`src/rtl/fetch_ifid_stage_if.sv`:
```
// Signal bundle between the fetch/IF-ID stage, instruction memory and the hazard detector.
// master = fetch stage, slave = memory, hazard detector and ID stage.
interface fetch_ifid_stage_if;
    logic [15:0] imem_data;
    logic        PC_Hold;
    logic        IF_ID_Hold;
    logic        Delay;
    logic        branch;
    logic [15:0] branch_target;
    logic        ExcepSig;
    logic [15:0] imem_addr;
    logic [15:0] IF_ID_Instr;
    logic [15:0] IF_ID_PC;
    logic        IF_ID_Valid;
    logic [3:0]  IF_ID_Op1;
    logic [3:0]  IF_ID_Op2;
    logic [3:0]  Opcode;
    logic [3:0]  FunctionCode;
    logic        exc_taken;

    modport master (
        input  imem_data, PC_Hold, IF_ID_Hold, Delay, branch, branch_target, ExcepSig,
        output imem_addr, IF_ID_Instr, IF_ID_PC, IF_ID_Valid, IF_ID_Op1, IF_ID_Op2,
               Opcode, FunctionCode, exc_taken
    );

    modport slave (
        output imem_data, PC_Hold, IF_ID_Hold, Delay, branch, branch_target, ExcepSig,
        input  imem_addr, IF_ID_Instr, IF_ID_PC, IF_ID_Valid, IF_ID_Op1, IF_ID_Op2,
               Opcode, FunctionCode, exc_taken
    );
endinterface

```
`src/rtl/fetch_ifid_stage.sv`:
```
// Fetch stage: owns the PC and the IF/ID register, applies hazard holds, bubbles,
// branch flushes and exception redirects, and slices the latched instruction into fields.
module fetch_ifid_stage #(
    parameter logic [15:0] RESET_PC     = 16'h0000,
    parameter logic [15:0] EXC_VECTOR   = 16'h0F00,
    parameter logic [15:0] NOP_INSTR    = 16'hF000,
    parameter int unsigned FLUSH_CYCLES = 1
) (
    input  logic                clk,
    input  logic                reset_n,
    fetch_ifid_stage_if.master  bus
);

    typedef enum logic [1:0] {
        ST_RUN   = 2'd0,
        ST_FLUSH = 2'd1,
        ST_EXC   = 2'd2
    } state_t;

    // Counter preload counts the bubbles still owed after the branch edge itself.
    localparam logic [2:0] FLUSH_INIT   = 3'(FLUSH_CYCLES - 1);
    localparam state_t     BRANCH_STATE = (FLUSH_CYCLES > 32'd1) ? ST_FLUSH : ST_RUN;

    state_t      state_r;
    logic [15:0] pc_r;
    logic [15:0] instr_r;
    logic [15:0] ifid_pc_r;
    logic        valid_r;
    logic [2:0]  cnt_r;
    logic        exc_r;
    logic [15:0] pc_inc_s;

    assign pc_inc_s = pc_r + 16'd2;

    // PC, IF/ID register and control FSM, evaluated in redirect/hazard priority order.
    always_ff @(posedge clk or negedge reset_n) begin
        if (!reset_n) begin
            state_r   <= ST_RUN;
            pc_r      <= RESET_PC;
            instr_r   <= NOP_INSTR;
            ifid_pc_r <= 16'h0000;
            valid_r   <= 1'b0;
            cnt_r     <= 3'd0;
            exc_r     <= 1'b0;
        end else begin
            exc_r <= 1'b0;
            if (bus.ExcepSig && (state_r != ST_EXC)) begin
                pc_r    <= EXC_VECTOR;
                instr_r <= NOP_INSTR;
                valid_r <= 1'b0;
                cnt_r   <= 3'd0;
                exc_r   <= 1'b1;
                state_r <= ST_EXC;
            end else if (bus.branch) begin
                pc_r    <= bus.branch_target;
                instr_r <= NOP_INSTR;
                valid_r <= 1'b0;
                cnt_r   <= FLUSH_INIT;
                state_r <= BRANCH_STATE;
            end else if ((state_r == ST_FLUSH) && (cnt_r != 3'd0)) begin
                pc_r    <= bus.PC_Hold ? pc_r : pc_inc_s;
                instr_r <= NOP_INSTR;
                valid_r <= 1'b0;
                cnt_r   <= cnt_r - 3'd1;
                state_r <= (cnt_r == 3'd1) ? ST_RUN : ST_FLUSH;
            end else if (bus.Delay) begin
                instr_r <= NOP_INSTR;
                valid_r <= 1'b0;
                state_r <= ST_RUN;
            end else begin
                pc_r <= bus.PC_Hold ? pc_r : pc_inc_s;
                // Holding IF/ID while the PC advances drops one instruction; tolerated here.
                if (!bus.IF_ID_Hold) begin
                    instr_r   <= bus.imem_data;
                    ifid_pc_r <= pc_inc_s;
                    valid_r   <= 1'b1;
                end else begin
                    instr_r   <= instr_r;
                    ifid_pc_r <= ifid_pc_r;
                    valid_r   <= valid_r;
                end
                state_r <= ST_RUN;
            end
        end
    end

    assign bus.imem_addr    = pc_r;
    assign bus.IF_ID_Instr  = instr_r;
    assign bus.IF_ID_PC     = ifid_pc_r;
    assign bus.IF_ID_Valid  = valid_r;
    assign bus.exc_taken    = exc_r;
    assign bus.Opcode       = instr_r[15:12];
    assign bus.IF_ID_Op1    = instr_r[11:8];
    assign bus.IF_ID_Op2    = instr_r[7:4];
    assign bus.FunctionCode = instr_r[3:0];

endmodule

```
`src/flat_wrapper.sv`:
```
// flat-port wrapper written by rule: the top's interface ports become plain ports
module fetch_ifid_stage_flat 
#(
    parameter logic [15:0] RESET_PC     = 16'h0000,
    parameter logic [15:0] EXC_VECTOR   = 16'h0F00,
    parameter logic [15:0] NOP_INSTR    = 16'hF000,
    parameter int unsigned FLUSH_CYCLES = 1
)
  (clk, reset_n, bus_imem_data, bus_PC_Hold, bus_IF_ID_Hold, bus_Delay, bus_branch, bus_branch_target, bus_ExcepSig, bus_imem_addr, bus_IF_ID_Instr, bus_IF_ID_PC, bus_IF_ID_Valid, bus_IF_ID_Op1, bus_IF_ID_Op2, bus_Opcode, bus_FunctionCode, bus_exc_taken);
  fetch_ifid_stage_if bus_i ();
  input  logic clk;
  input  logic reset_n;
  input wire logic [$bits(bus_i.imem_data)-1:0] bus_imem_data;
  input wire logic [$bits(bus_i.PC_Hold)-1:0] bus_PC_Hold;
  input wire logic [$bits(bus_i.IF_ID_Hold)-1:0] bus_IF_ID_Hold;
  input wire logic [$bits(bus_i.Delay)-1:0] bus_Delay;
  input wire logic [$bits(bus_i.branch)-1:0] bus_branch;
  input wire logic [$bits(bus_i.branch_target)-1:0] bus_branch_target;
  input wire logic [$bits(bus_i.ExcepSig)-1:0] bus_ExcepSig;
  output wire logic [$bits(bus_i.imem_addr)-1:0] bus_imem_addr;
  output wire logic [$bits(bus_i.IF_ID_Instr)-1:0] bus_IF_ID_Instr;
  output wire logic [$bits(bus_i.IF_ID_PC)-1:0] bus_IF_ID_PC;
  output wire logic [$bits(bus_i.IF_ID_Valid)-1:0] bus_IF_ID_Valid;
  output wire logic [$bits(bus_i.IF_ID_Op1)-1:0] bus_IF_ID_Op1;
  output wire logic [$bits(bus_i.IF_ID_Op2)-1:0] bus_IF_ID_Op2;
  output wire logic [$bits(bus_i.Opcode)-1:0] bus_Opcode;
  output wire logic [$bits(bus_i.FunctionCode)-1:0] bus_FunctionCode;
  output wire logic [$bits(bus_i.exc_taken)-1:0] bus_exc_taken;
  assign bus_i.imem_data = bus_imem_data;
  assign bus_i.PC_Hold = bus_PC_Hold;
  assign bus_i.IF_ID_Hold = bus_IF_ID_Hold;
  assign bus_i.Delay = bus_Delay;
  assign bus_i.branch = bus_branch;
  assign bus_i.branch_target = bus_branch_target;
  assign bus_i.ExcepSig = bus_ExcepSig;
  assign bus_imem_addr = bus_i.imem_addr;
  assign bus_IF_ID_Instr = bus_i.IF_ID_Instr;
  assign bus_IF_ID_PC = bus_i.IF_ID_PC;
  assign bus_IF_ID_Valid = bus_i.IF_ID_Valid;
  assign bus_IF_ID_Op1 = bus_i.IF_ID_Op1;
  assign bus_IF_ID_Op2 = bus_i.IF_ID_Op2;
  assign bus_Opcode = bus_i.Opcode;
  assign bus_FunctionCode = bus_i.FunctionCode;
  assign bus_exc_taken = bus_i.exc_taken;
  fetch_ifid_stage #(.RESET_PC(RESET_PC), .EXC_VECTOR(EXC_VECTOR), .NOP_INSTR(NOP_INSTR), .FLUSH_CYCLES(FLUSH_CYCLES)) u_core (.clk(clk), .reset_n(reset_n), .bus(bus_i));
endmodule
```
`config.mk`:
```
export PLATFORM = sky130hd
export DESIGN_NAME = fetch_ifid_stage_flat
export DESIGN_NICKNAME = d
export VERILOG_FILES = /design/src/rtl/fetch_ifid_stage_if.sv /design/src/rtl/fetch_ifid_stage.sv /design/src/flat_wrapper.sv
export SDC_FILE = /design/constraint.sdc
export NUM_CORES = 1
export LEC_CHECK = 0
export ABC_AREA = 1
export CAP_MARGIN = 20
export CORE_MARGIN = 1
export CORE_UTILIZATION = 50
export DETAILED_ROUTE_END_ITERATION = 8
export DONT_BUFFER_PORTS = 1
export HOLD_SLACK_MARGIN = 0.02
export PLACE_DENSITY = 0.71
export SYNTH_ARGS = -nofsm -noshare
export SYNTH_HDL_FRONTEND = slang
export SYNTH_SLANG_ARGS = --single-unit
```
`constraint.sdc`:
```
create_clock -name clk -period 1.6 [get_ports clk]
set_input_delay 0.08 -clock clk [delete_from_list [all_inputs] [get_ports clk]]
set_output_delay 0.08 -clock clk [all_outputs]
set_load 0.01 [all_outputs]
```
# Yosys cells after proc, flatten, opt, wreduce, memory -nomap -nowiden
# Cells that the tools add are included.
[totals]
in_bits = 39
out_inout_bits = 66
elab_cells = 47
register_bits = 55
[classes]
mux = 23
bitwise_logic = 5
eq_ne = 5
n_addsub = 2
reduce_logical = 5
[ops]
columns = ["cell", "n"]
rows = [
  ["16-bit two-way mux", 10],
  ["16-bit by 2-bit adder with 16-bit output (second input constant)", 1],
  ["3-bit two-way mux", 3],
  ["1-bit two-way mux", 7],
  ["2-bit two-way mux", 3],
  ["3-bit nonzero test", 2],
  ["5-bit by 1-bit inequality test with 1-bit output (second input constant)", 1],
  ["1-bit inverter", 5],
  ["5-bit AND reduction", 1],
  ["4-bit by 1-bit inequality test with 1-bit output (second input constant)", 1],
  ["3-bit by 1-bit == test with 1-bit output (second input constant)", 1],
  ["3-bit by 1-bit subtractor with 3-bit output (second input constant)", 1],
  ["2-bit by 1-bit == test with 1-bit output (second input constant)", 1],
  ["1-bit logical AND", 2],
  ["2-bit inequality test (second input constant)", 1],
]

# Longest topological paths before layout
[depth]
word_depth = 6
mapped_depth = 10
mapped_depth_nobuf = 9

# Least setup slack after synthesis
# Ideal clock, no wire load.
[synth_path]
path_kind = "register to register"
start = "register u_core.cnt_r[0]"
end = "register u_core.instr_r[12] (netlist: u_core.bus.IF_ID_Instr[12])"
synth_period_minus_slack_ps = 1391
path_buffers = 1
t_required_ps = 1523
stages_incl_launch_ff = 11
slack_ps = 209
setup_time_ps = 77
arrival_ps = 1315
cell_sequence = "dfrtp_1 > inv_1 > ha_1 > nand2_2 > nand2_4 > inv_2 > nor2_4 > nand3_4 > buf_8 > nor2_4 > nor2_2"
[synth_between]
elab_chain_cells = 5
word_cells_on_any_way = 6
cone_classes = "eq/ne: 1; mux: 3; reduce/logical: 2"
[synth_lines]
columns = ["item", "line_no", "text"]
rows = [
  ["start, declared", "fetch_ifid_stage.sv:29", "logic [2:0] cnt_r;"],
  ["start signal, assigned", "fetch_ifid_stage.sv:64", "cnt_r <= cnt_r - 3'd1;"],
  ["3-bit nonzero test (*)", "fetch_ifid_stage.sv:60", "end else if ((state_r == ST_FLUSH) && (cnt_r != 3'd0)) begin"],
  ["1-bit logical AND (*)", "fetch_ifid_stage.sv:60", ""],
  ["16-bit two-way mux", "fetch_ifid_stage.sv:60", ""],
  ["16-bit two-way mux", "fetch_ifid_stage.sv:54", "end else if (bus.branch) begin"],
  ["16-bit two-way mux", "fetch_ifid_stage.sv:47", "if (bus.ExcepSig && (state_r != ST_EXC)) begin"],
  ["end signal, assigned", "fetch_ifid_stage.sv:74", "instr_r <= bus.imem_data;"],
  ["end signal, assigned", "fetch_ifid_stage.sv:78", "instr_r <= instr_r;"],
  ["end, declared", "fetch_ifid_stage.sv:26", "logic [15:0] instr_r;"],
]
# Mark *: on every way between the ends. The rest lies on a longest branch, timed or not.
# A chain may end at the register's enable or synchronous reset.

# Worst setup path after layout
[layout_path]
start = "register u_core.cnt_r[0]"
end = "register u_core.instr_r[6] (netlist: u_core.bus.IF_ID_Instr[6])"
# The elaborated chain is that of the path after synthesis.

==> metrics.csv <==
metric,value,unit
synth-seq-area-share,0.459,
htreeDepth,2,
period_minus_slack,1530,ps
syn_area_per_cell,7.80,um^2
wl_per_cell,14.8,um
drive_gt1_frac,0.146,
fillers,487,
seq_area,1360,um^2
vias_per_cell,5.19,
powerDensity,956,nW/um^2
die_area,6230,um^2
cap_violations,0,
cts_buffers,5,
cp_max_fo,5,
worstSetupStartpoint,u_core.cnt_r[0],
multiInputGateArea,1280,um^2
crit_slowest_cell,dfrtp_1,
grt_pass1_vias,2503,
max_freq,654,MHz
clk_path_buf_depth,2,
final_core_util,0.614,
cp.arrival,1770,ps
relSlewSlack,0.759,
fin_worst_skew,3.23,ps
dp_hpwl,4760,um
end_kind,register,
cts_num_sinks,54,
drt-initial-drc-count,99,
synth_seq_cells,54,
vias,2475,
yosys_warnings,0,
cts_tree,done,
drtAntennaViolNets,0,
num_antenna_cells,0,
io_pins,105,
core,5610,um^2
fp.dieH,78.9,um
synth_ff_type,dfrtp_1,
root_buffer,clkbuf_8,
p_leak,1.69,nW
path_cells,inv_1 -> ha_2 -> nand2_2 -> nand2_4 -> inv_2 -> nor2_4 -> nand3_4 -> clkbuf_16 -> o21ai_2,
syn-cell-area,2960,um^2
synth_edf_count,0,
num_rows,27,
min_from,bus_branch_target[14],
drc,0,
fin_crit_sh,0.956,
first_pass_iters,5,
routabilityCongestion,0.811,
critPathMaxStageDelay,390,ps
finalHoldViolations,0,
vdd_drop_max,0.000547,V
grt_util_all_layers,0.238,
routed_wl,7050,um
grt_overflow,0,
grt_max_degree,55,
place_inst,432,
synthesis.nets,422,
crit_buf_inv,3,
worst_ep_required_time,1840,ps
status,"complete, no violations",
area_delta_synth_final,16.4,%
tightest_slew,360,ps
critPathKind,register to register,
reg2reg_from,u_core.cnt_r[0],
place.port_buffers,0,
clkSlewWorstSetupHoldPaths,90,ps
slew_violations,0,
critPathTopFamily,simple AND/OR/NAND/NOR gates,
grt_pass1_wl,11600,um
hold_class,input pin to register,
insertion_delay,300,ps
synth_cells,379,
antenna_found_initial,0,
die_w,78.9,um
finalNonFillerCells,477,
cp-start-kind,register,
initial_core_util,0.527,
async_flop_share,1.00,
num-nets-final,447,
setup_viol,0,
yosysUniqueCellTypes,27,
-- worst paths after layout --
path / end / slack, ps / depth (start not counted)
worst min-delay path: u_core.bus.imem_addr[14] / 20 / 4
max in group asynchronous: u_core.bus.IF_ID_Instr[14] / 1040 / 2
worst max-delay path: u_core.bus.IF_ID_Instr[6] / 70 / 9
worst min register to register: u_core.cnt_r[2] / 500 / 1
min in group asynchronous: u_core.bus.IF_ID_Instr[4] / 280 / 2
worst max register to register: u_core.bus.IF_ID_Instr[6] / 70 / 9
-- layout make-up --
class	count	share of cell area
clock inverter	2	0.0109
timing repair buffer	43	0.131
clock buffer	6	0.0211
tap	72	0.0262
multi-input combinational	259	0.371
sequential	54	0.394
inverter	41	0.0454
-- sequential cells by signal, summed over array words and instances, names as in the netlist --
| register | count |
|---|---|
| u_core.bus.exc_taken | 1 |
| u_core.bus.IF_ID_PC | 16 |
| u_core.bus.IF_ID_Valid | 1 |
| u_core.bus.imem_addr | 16 |
| u_core.bus.IF_ID_Instr | 16 |
| u_core.cnt_r | 3 |
| u_core.state_r | 1 |
-- report_power, final --
part	internal, mW	switching [mW]	leakage (nW)
Combinational	0.242	0.344	0.948
Sequential	1.53	0.258	0.690
Clock	0.467	0.449	0.0514
-- worst min-delay path, stage by stage --
cell	delay, ps
nor2_1	20
nor2_1	90
nand2_1	50
nand2_1	50
-- layout by cell type (no fill, tap or decap), drive strengths merged --
cell type / count
xnor2: 1
inv: 41
dfstp: 4
clkinvlp: 1
or2: 1
a21oi: 8
o21ai: 26
nand4: 7
dlygate4sd3: 31
nor2: 42
ha: 4
nand2: 137
o21bai: 1
o22ai: 3
dfrtp: 50
nand3: 28
mux2i: 1
clkbuf: 7
bufinv: 1
buf: 11
-- per-stage QoR --
| step | setup TNS (ps) | area [um^2] | worst slack [ps] | hold slack, ps | power (mW) |
|---|---|---|---|---|---|
| after floorplan | 0 | 2960 | 209 | -216 | 2.14 |
| after global placement | 0 | 2910 | 69.0 | -214 | 2.26 |
| after detailed placement | -211 | 2910 | -37.7 | -215 | 2.27 |
| after CTS | 0 | 3380 | 26.4 | 23.3 | 3.30 |
| after global routing | -76.1 | 3440 | -32.6 | 36.3 | 3.46 |
| final | 0 | 3440 | 70.9 | 20.7 | 3.29 |
-- routing by layer --
| metal | wire length (um) | track usage |
|---|---|---|
| met1 | 3170 | 0.288 |
| met5 | 0 | 0 |
| met3 | 488 | 0.0598 |
| met2 | 3330 | 0.418 |
| met4 | 63 | 0.0655 |
-- logic make-up after synthesis --
kind of cell    Yosys count  share of synthesized area
xor+xnor                  1                    0.00296
simple gates            214                      0.328
compound gates           38                     0.0740
mux                       1                    0.00338
flops                    54                      0.459
fa+ha+maj                 4                     0.0169
buf+inv                  67                      0.116
-- cells in the mapped netlist (4+ instances only) --
library cell	count	area, um^2
dfstp_2	4	105
o21ai_2	6	52.6
nor2_2	8	50.1
nand2_1	132	495
nand4_1	6	37.5
buf_2	5	25.0
inv_2	4	15.0
ha_1	4	50.1
nand3_1	25	125
inv_1	37	139
nor2_4	5	56.3
dfrtp_1	50	1250
nor2_1	29	109
buf_4	20	150
o21ai_0	20	100
a21oi_1	8	40.0
-- timing repair --
item / 4_1_cts / 5_1_grt
endpoints found under the setup margin: 17 / 40
hold buffers: 32 / 0
setup buffers: 1 / 2
gates resized for setup: 0 / 6
cloned: 0 / 2
hold endpoints to repair: 83 / 0
pin swaps: 1 / 2
Note: power is estimated with default switching activity, not from simulation.
